--- src/rtl/node_mem_arbiter.sv ---
// Round-robin arbiter sharing the single-port node-information bank between NREQ requesters.
// Optional post-reset clear sweep is enabled by defining NODE_MEM_CLEAR_EN.
module node_mem_arbiter #(
    parameter int NREQ   = 3,
    parameter int ADDR_W = 6,
    parameter int WORD_W = 16,
    parameter int DEPTH  = 64
) (
    input  logic                       i_clk,
    input  logic                       i_rst,
    input  logic [NREQ-1:0]            i_req,
    input  logic [NREQ-1:0]            i_we,
    input  logic [NREQ*ADDR_W-1:0]     i_index,
    input  logic [NREQ*WORD_W-1:0]     i_wdata,
    output logic [NREQ-1:0]            o_gnt,
    output logic                       o_rd_valid,
    output logic [WORD_W-1:0]          o_rd_data,
    output logic [$clog2(NREQ)-1:0]    o_rd_id,
    output logic                       o_busy,
    output logic                       o_mem_wr_en,
    output logic [ADDR_W-1:0]          o_mem_index,
    output logic [WORD_W-1:0]          o_mem_data_in,
    input  logic [WORD_W-1:0]          i_mem_data_out
);

    localparam int          ID_W   = $clog2(NREQ);
    localparam int unsigned NREQ_U = NREQ;

    if (DEPTH != (1 << ADDR_W) || NREQ < 2 || NREQ > 8) begin : g_param_check
        $error("node_mem_arbiter: DEPTH must be 2**ADDR_W and NREQ within 2..8");
    end

`ifdef NODE_MEM_CLEAR_EN
    typedef enum logic [1:0] {ST_CLEAR, ST_IDLE, ST_ACCESS} state_t;
    localparam state_t ST_RESET = ST_CLEAR;
`else
    typedef enum logic {ST_IDLE, ST_ACCESS} state_t;
    localparam state_t ST_RESET = ST_IDLE;
`endif

    state_t              r_state;
    logic [NREQ-1:0]     r_gnt;
    logic                r_rd_valid;
    logic [WORD_W-1:0]   r_rd_data;
    logic [ID_W-1:0]     r_rd_id;
    logic                r_mem_wr_en;
    logic [ADDR_W-1:0]   r_mem_index;
    logic [WORD_W-1:0]   r_mem_data_in;
    logic [ID_W-1:0]     r_rr_ptr;
    logic [ID_W-1:0]     r_win;
    logic                r_rd_pend;
    logic [ID_W-1:0]     r_pend_id;
`ifdef NODE_MEM_CLEAR_EN
    logic                r_busy;
    logic [ADDR_W-1:0]   r_cnt;
`endif

    logic                w_any;
    logic [ID_W-1:0]     w_win;
    logic [NREQ-1:0]     w_onehot;
    logic                w_we;
    logic [ADDR_W-1:0]   w_idx;
    logic [WORD_W-1:0]   w_dat;

    // First requester found scanning upward from r_rr_ptr, wrapping at NREQ.
    always_comb begin
        int unsigned v_pos;
        v_pos    = '0;
        w_any    = 1'b0;
        w_win    = '0;
        w_onehot = '0;
        w_we     = 1'b0;
        w_idx    = '0;
        w_dat    = '0;
        for (int unsigned k = 0; k < NREQ_U; k++) begin
            v_pos = 32'(r_rr_ptr) + k;
            if (v_pos >= NREQ_U) v_pos = v_pos - NREQ_U;
            if (!w_any && i_req[v_pos]) begin
                w_any           = 1'b1;
                w_win           = v_pos[ID_W-1:0];
                w_onehot[v_pos] = 1'b1;
                w_we            = i_we[v_pos];
                w_idx           = i_index[v_pos*ADDR_W +: ADDR_W];
                w_dat           = i_wdata[v_pos*WORD_W +: WORD_W];
            end
        end
    end

    always_ff @(posedge i_clk) begin
        if (i_rst) begin
            r_state       <= ST_RESET;
            r_gnt         <= '0;
            r_rd_valid    <= 1'b0;
            r_rd_data     <= '0;
            r_rd_id       <= '0;
            r_mem_wr_en   <= 1'b0;
            r_mem_index   <= '0;
            r_mem_data_in <= '0;
            r_rr_ptr      <= '0;
            r_win         <= '0;
            r_rd_pend     <= 1'b0;
            r_pend_id     <= '0;
`ifdef NODE_MEM_CLEAR_EN
            r_busy        <= 1'b1;
            r_cnt         <= '0;
`endif
        end else begin
            // Bank output is valid one cycle after the read access; capture it then.
            r_rd_valid <= r_rd_pend;
            r_rd_pend  <= 1'b0;
            if (r_rd_pend) begin
                r_rd_data <= i_mem_data_out;
                r_rd_id   <= r_pend_id;
            end
            case (r_state)
`ifdef NODE_MEM_CLEAR_EN
                ST_CLEAR: begin
                    r_mem_wr_en   <= 1'b1;
                    r_mem_index   <= r_cnt;
                    r_mem_data_in <= '0;
                    r_cnt         <= r_cnt + ADDR_W'(1);
                    if (r_cnt == ADDR_W'(DEPTH - 1)) begin
                        r_busy  <= 1'b0;
                        r_state <= ST_IDLE;
                    end
                end
`endif
                ST_IDLE: begin
                    if (w_any) begin
                        r_gnt         <= w_onehot;
                        r_mem_wr_en   <= w_we;
                        r_mem_index   <= w_idx;
                        r_mem_data_in <= w_dat;
                        r_win         <= w_win;
                        r_state       <= ST_ACCESS;
                    end else begin
                        r_mem_wr_en <= 1'b0;
                    end
                end
                ST_ACCESS: begin
                    r_gnt       <= '0;
                    r_mem_wr_en <= 1'b0;
                    r_rd_pend   <= ~r_mem_wr_en;
                    r_pend_id   <= r_win;
                    if (32'(r_win) + 32'd1 >= NREQ_U) r_rr_ptr <= '0;
                    else                              r_rr_ptr <= r_win + ID_W'(1);
                    r_state     <= ST_IDLE;
                end
                default: r_state <= ST_RESET;
            endcase
        end
    end

    assign o_gnt         = r_gnt;
    assign o_rd_valid    = r_rd_valid;
    assign o_rd_data     = r_rd_data;
    assign o_rd_id       = r_rd_id;
    assign o_mem_wr_en   = r_mem_wr_en;
    assign o_mem_index   = r_mem_index;
    assign o_mem_data_in = r_mem_data_in;
`ifdef NODE_MEM_CLEAR_EN
    assign o_busy        = r_busy;
`else
    assign o_busy        = 1'b0;
`endif

endmodule

--- config.mk ---
export PLATFORM = sky130hd
export DESIGN_NAME = node_mem_arbiter
export DESIGN_NICKNAME = d
export VERILOG_FILES = /design/src/rtl/node_mem_arbiter.sv
export SDC_FILE = /design/constraint.sdc
export NUM_CORES = 1
export LEC_CHECK = 0
export CAP_MARGIN = 20
export CORE_UTILIZATION = 40
export CTS_BUF_LIST = sky130_fd_sc_hd__clkbuf_4
export DETAILED_ROUTE_END_ITERATION = 7
export MAX_ROUTING_LAYER = met4
export PLACE_DENSITY = 0.71
export SLEW_MARGIN = 5
export SYNTH_ARGS = -nofsm -noshare
export SYNTH_HDL_FRONTEND = slang
export SYNTH_SLANG_ARGS = --single-unit
--- constraint.sdc ---
create_clock -name i_clk -period 6.7 [get_ports i_clk]
set_input_delay 2.01 -clock i_clk [delete_from_list [all_inputs] [get_ports i_clk]]
set_output_delay 2.01 -clock i_clk [all_outputs]
set_load 0.01 [all_outputs]
==> results of run 1 <==
==> cells in the final DEF, fill, tap and decap left out, types with 3 or more instances in the layout <==
cell,n
o2bb2ai_1,3
a31oi_1,5
a211oi_1,16
ha_2,3
mux2_2,26
a32oi_1,3
o21ai_0,40
inv_1,8
nor2b_1,7
and2_1,4
a222oi_1,4
nor2_1,76
a311oi_1,4
nand2_1,53
nor3_1,4
ha_1,4
mux2i_1,69
o22ai_1,4
clkbuf_4,5
nand3_1,6
o211ai_1,7
o21bai_1,3
nor4_1,4
clkdlybuf4s50_1,133
nand2b_1,6
buf_4,7
a22oi_1,23
mux4_2,15
a221oi_1,14
a21oi_1,9
dfxtp_1,53
==> worst reg2reg max path, delay by kind of cell, from the launching register on <==
family                   cells  cell delay [ns]
flip-flops                   1             0.40
AND/OR/NAND/NOR              3             0.55
adder cells (fa/ha/maj)      1             0.87
AO/OA/AOI/OAI                2             1.15
buffers and inverters        2             0.46
==> metal layers <==
layer / GRT usage [%] / part of all wire, % / up-vias
met4: 6.937 / 1.6 / 0
li1: - / - / 2324
met1: 32.51 / 43 / 2402
met5: - / 0 / -
met2: 39.09 / 46 / 280
met3: 3.266 / 9.0 / 25
==> cells in the mapped netlist, drive strengths merged (3+ instances only) <==
master / number
a211oi: 17
a21oi: 9
a221oi: 14
a222oi: 4
a22oi: 23
a311oi: 5
a31oi: 5
a32oi: 3
and2: 4
buf: 34
clkbuf: 20
dfxtp: 53
ha: 7
inv: 8
mux2: 26
mux2i: 69
mux4: 16
nand2: 54
nand2b: 6
nand3: 6
nor2: 78
nor2b: 7
nor3: 6
nor4: 4
o211ai: 7
o21ai: 41
o21bai: 3
o22ai: 4
o2bb2ai: 3
==> power by group through the flow <==
stage / Clock, mW / Combinational [mW] / Sequential (mW)
final: 0.186 / 0.588 / 0.391
after global routing: 0.200 / 0.631 / 0.395
after CTS: 0.189 / 0.581 / 0.390
after detailed placement: 0 / 0.580 / 0.397
after global placement: 0 / 0.567 / 0.396
after floorplan: 0 / 0.369 / 0.395
==> state kept, by name, summed over array words and instances (netlist names) <==
| name | cells |
|---|---|
| r_pend_id | 2 |
| o_mem_wr_en | 1 |
| o_rd_id | 2 |
| r_win | 2 |
| o_mem_data_in | 16 |
| r_state | 1 |
| r_rd_pend | 1 |
| o_rd_data | 16 |
| r_rr_ptr | 2 |
| o_gnt | 3 |
| o_rd_valid | 1 |
| o_mem_index | 6 |
==> logic make-up (layout without fill, tap and decap cells) <==
family	after synthesis	count (layout)
simple gates	180	180
other cells	1	2
flops	53	53
mux	111	111
compound gates	151	151
fa+ha+maj	9	9
buf+inv	62	157
==> final cells by class <==
class	instances	share of cell area, %
Sequential cell	53	17.25
Clock buffer	5	0.6103
Clock inverter	3	0.7120
Inverter	8	0.4882
Multi-Input combinational cell	453	55.45
Tap cell	143	2.909
Timing Repair Buffer	141	22.58
==> through the flow <==
step | power, mW | util, %
final | 1.165 | 53.19
after detailed placement | 0.9772 | 52.48
after global routing | 1.226 | 53.19
after CTS | 1.161 | 53.19
after global placement | 0.9640 | 52.48
after floorplan | 0.7644 | -
==> final timing paths <==
path | startpoint | to | cells after the start
worst max-delay path | i_req[1] | o_mem_index[3]$_SDFFE_PP0P_ | 6
worst min-delay path | o_mem_wr_en$_SDFF_PP0_ | r_rd_pend$_SDFF_PP0_ | 1
worst max register to register | r_rr_ptr[1]$_SDFFE_PP0P_ | o_mem_index[1]$_SDFFE_PP0P_ | 8
worst min register to register | o_mem_wr_en$_SDFF_PP0_ | r_rd_pend$_SDFF_PP0_ | 1
==> reports/metrics.cfg, run 1 <==
[run_status]
status=complete, but fails checks
violations=DRC

[placement]
dp_slack_ns=2.081
hpwl_mm=11.20
dp.cells=798
dpl_cell_area_um2=6070
portBuffers=134
gp_congestion=0.8996

[clock_network]
cts_hold_buf=0
cts_tree=yes
clk_pin_slew_worst_paths_ns=0.18
clock_path_buffers=2
cts_resized=0
clk_latency_ns=0.39
cts_buffers=5
htree_levels=2
cts.sink_count=53
root_buffer=clkbuf_4
cts_setup_buffers=0

[sta]
min_period_ns=4.258
rsz0062_at_grt=no
fin_crit_sh_pct=63.55
finalHoldViolations=0
setup_ws_ns=2.442
tightest_slew_ns=1.013
finalClockSkew_ns=0.03059
setup-violations-final=0
slew_violations=0
setup_tns_ns=0
whs_ns=0.4048
relSlewSlack_pct=32.37
fmax_mhz=234.9

[pwr]
p_sw_mw=0.4525
p_leak_nw=2.150
comb_power_share_pct=50.5
p_per_area_nw_per_um2=189.4
ir_drop_uv=104.4
switching_share_pct=38.85
clkPwrFrac_pct=15.9
power.internal_mw=0.7123
share_seq_of_total_power_pct=33.6

[finish]
register_area_um2=1061
area_growth_syn_to_layout_pct=27.82
final_cells=806
stdcell_area_um2=6151
multi_input_area_um2=3411
drive_above_1_share_pct=11.16
fillers=1081
nets=759
antenna_cells=0

[grt]
grt_pass1_vias=4705
gr-total-overflow=0
grt_pass1_wl_mm=24.12
grt_max_degree=51
antenna_found_initial=0
grt_usage_pct=24.55

[min_path]
hp-class=register to register

[worst_setup_path]
worstPathRequired_ns=6.98
critPathMaxStageDelay_ns=0.87
crit_slowest_cell=a211oi_4
critPathArrivalTime_ns=4.54
end_kind=register
path_cells=clkdlybuf4s50_1 > and4bb_2 > nand2_2 > a211oi_4 > a32oi_1 > a211oi_1
crit_type=input pin to register
reg2reg_slack_ns=3.13
path_max_fanout=19
crit_buf_inv=1
crit_family=compound AO/OA/AOI/OAI gates
startpoint_type=input pin

[logic_synthesis]
synthMuxAreaShare_pct=28.00
syn_area_um2=4812
synth_edf_count=0
async_reset_ff_share_pct=0
synth_area_per_cell_um2=8.487
synth_top_family_by_area=multiplexers
yosys_warnings=0
synthDistinctLibCells=63
synth_simple_gate_area_share_pct=17.65
synthAdderAreaFrac_pct=2.236
seq_area_frac_synth_pct=22.05
ys_seq_elements=53
synth_compound_area_share_pct=22.57
synthFlopType=dfxtp_1
synth-xor-area-share_pct=0
yosys.area.top_type=dfxtp_1
synth.area.top_cells=dfxtp_1, mux2i_1, mux4_2, mux2_2, nor2_1
synthCells=567
synth.top_cell.area_share_pct=22.05

[floorplanning]
die_w_um=111.7
pin_count=136
design.core.area_um2=11560
rows=39
die_area_um2=12470
chipHeight_um=111.7
initial_core_util_pct=41.61

[drt]
drc=13
ant_nets=0
via_per_inst=6.242
wirelength_mm=15.61
drtIter0Drc=520
wl_per_cell_um=19.37
firstDrtPassIters=8
vias=5031

[run]
maxCapViolCount=0

Power figures use the tool's default switching activity.
==> run 2, diff against run 1 <==
PLACE_DENSITY = 0.73   (was 0.71)
clock period = 3.7 ns   (was 6.7 ns; I/O delays follow)
==> reports/metrics.cfg, run 2 (synthesis results as in run 1) <==
[placement]
gp_congestion=0.9494  ; +5.5%
hpwl_mm=11.29  ; +0.79%
portBuffers=134  ; unchanged
dp_slack_ns=0.3079  ; -1.773 ns
dpl_cell_area_um2=6190  ; +2.0%

[sta]
relSlewSlack_pct=32.11  ; -0.26 points
tightest_slew_ns=1.017  ; +0.003843 ns
slew_violations=0  ; unchanged
rsz0062_at_grt=no
setup-violations-final=0  ; unchanged
fin_crit_sh_pct=84.33
min_period_ns=3.120
fmax_mhz=320.5
whs_ns=0.4690  ; +0.06428 ns
setup_ws_ns=0.5797  ; -1.863 ns
setup_tns_ns=0  ; unchanged
finalClockSkew_ns=0.02396  ; -0.006626 ns
finalHoldViolations=0  ; unchanged

[worst_setup_path]
crit_family=buffers and inverters
reg2reg_slack_ns=0.58  ; -2.55 ns
end_kind=register
critPathMaxStageDelay_ns=0.60  ; -0.27 ns
crit_start=r_rr_ptr[1]$_SDFFE_PP0P_
r2r_start=r_rr_ptr[1]$_SDFFE_PP0P_
crit_type=register to register
critPathCapture=o_mem_index[0]$_SDFFE_PP0P_
reg2regPathDepth=10  ; +2
critPathArrivalTime_ns=3.41  ; -1.13 ns
crit_top_cell=buf_4
path_max_fanout=24  ; +5
path_cells=inv_1 > ha_2 > buf_4 > nor2b_2 > buf_4 > buf_4 > a22oi_1 > nor2_1 > nor3_1 > a221oi_1
startpoint_type=register
worstPathRequired_ns=3.99  ; -2.99 ns
crit_buf_inv=4  ; +3
crit_slowest_cell=nor2b_2
r2r-end=o_mem_index[0]$_SDFFE_PP0P_
crit_cells=10  ; +4

[finish]
area_growth_syn_to_layout_pct=30.37
nets=773  ; +1.8%
antenna_cells=0  ; unchanged
stdcell_area_um2=6274  ; +2.0%
drive_above_1_share_pct=13.15  ; +2.0 points
final_common_cell=clkdlybuf4s50_1
final_cell_mix=clkdlybuf4s50_1, nor2_1, mux2i_1

[min_path]
whs_path_depth=1  ; unchanged
hp-class=register to register

[floorplanning]
rows=39  ; unchanged
die_area_um2=12470  ; unchanged
design.core.area_um2=11560  ; unchanged
die_w_um=111.7  ; unchanged
chipHeight_um=111.7  ; unchanged
initial_core_util_pct=41.61  ; unchanged
pin_count=136  ; unchanged

[run]
maxCapViolCount=0  ; unchanged

[clock_network]
cts.sink_count=53  ; unchanged
clk_pin_slew_worst_paths_ns=0.18  ; about the same
cts_setup_buffers=0  ; unchanged
cts_hold_buf=0  ; unchanged
htree_levels=2  ; unchanged
clock_path_buffers=2  ; unchanged
root_buffer=clkbuf_4
cts_tree=yes
cts_buffers=5  ; unchanged
cts_resized=0  ; unchanged
clk_latency_ns=0.39  ; about the same

[grt]
antenna_found_initial=0  ; unchanged
grt_max_degree=51  ; unchanged
grt_pass1_vias=4974  ; +5.7%
grt_usage_pct=25.18  ; +0.63 points
grt_pass1_wl_mm=24.71  ; +2.5%
gr-total-overflow=0  ; unchanged

[drt]
firstDrtPassIters=8  ; unchanged
wl_per_cell_um=19.11  ; -1.3%
vias=5097  ; +1.3%
ant_nets=0  ; unchanged
wirelength_mm=15.67  ; +0.39%
via_per_inst=6.216  ; -0.42%
drtIter0Drc=372  ; -28%
drc=13  ; unchanged

[pwr]
ir_drop_uv=198.0  ; +90%
totalPowerFinal_mw=2.134  ; +83%
p_leak_nw=2.220  ; +3.2%
p_per_area_nw_per_um2=340.2  ; +80%

[run_status]
status=complete, but fails checks
violations=DRC

run 2: power breakdown:
part / switching (mW) / total, mW / internal (mW)
Clock: 0.196 / 0.339 / 0.143
Combinational: 0.563 / 1.09 / 0.532
Sequential: 0.0598 / 0.700 / 0.640
Total: 0.818 / 2.13 / 1.32
run 2: worst min path at each step:
stage / start / end / slack [ns]
after floorplan: r_win[1]$_SDFFE_PP0P_ / r_win[1]$_SDFFE_PP0P_ / 0.46
after global placement: o_mem_wr_en$_SDFF_PP0_ / r_rd_pend$_SDFF_PP0_ / 0.42
after detailed placement: o_mem_wr_en$_SDFF_PP0_ / r_rd_pend$_SDFF_PP0_ / 0.43
after CTS: o_mem_wr_en$_SDFF_PP0_ / r_rd_pend$_SDFF_PP0_ / 0.46
after global routing: o_mem_wr_en$_SDFF_PP0_ / r_rd_pend$_SDFF_PP0_ / 0.47
final: o_mem_wr_en$_SDFF_PP0_ / r_rd_pend$_SDFF_PP0_ / 0.47
run 2: through the flow:
stage	instances	util, %
after detailed placement	812	53.52
after floorplan	568	-
after global routing	820	54.25
after CTS	820	54.25
final	820	54.25
after global placement	812	53.52
run 2: per-layer routing:
metal	up-vias	part of all wire, %	track usage [%]
met3	41	8.2	3.811
met2	296	48	40.62
met4	0	3.3	12.25
met5	-	0	-
li1	2343	-	-
met1	2417	41	30.69
run 2: layout make-up:
type / instances / area, um2
Multi-Input combinational cell: 453 / 3413
Fill cell: 1072 / 5291
Clock inverter: 3 / 46.29
Sequential cell: 53 / 1061
Clock buffer: 5 / 37.54
Timing Repair Buffer: 155 / 1506
Inverter: 8 / 30.03
Tap cell: 143 / 178.9
run 2: worst register-to-register path: cells and delay by family (launching register included):
kind            cells  cell delay, ns
compound gates      2            0.38
flops               1            0.53
buf+inv             4            0.96
simple gates        3            0.80
fa+ha+maj           1            0.34
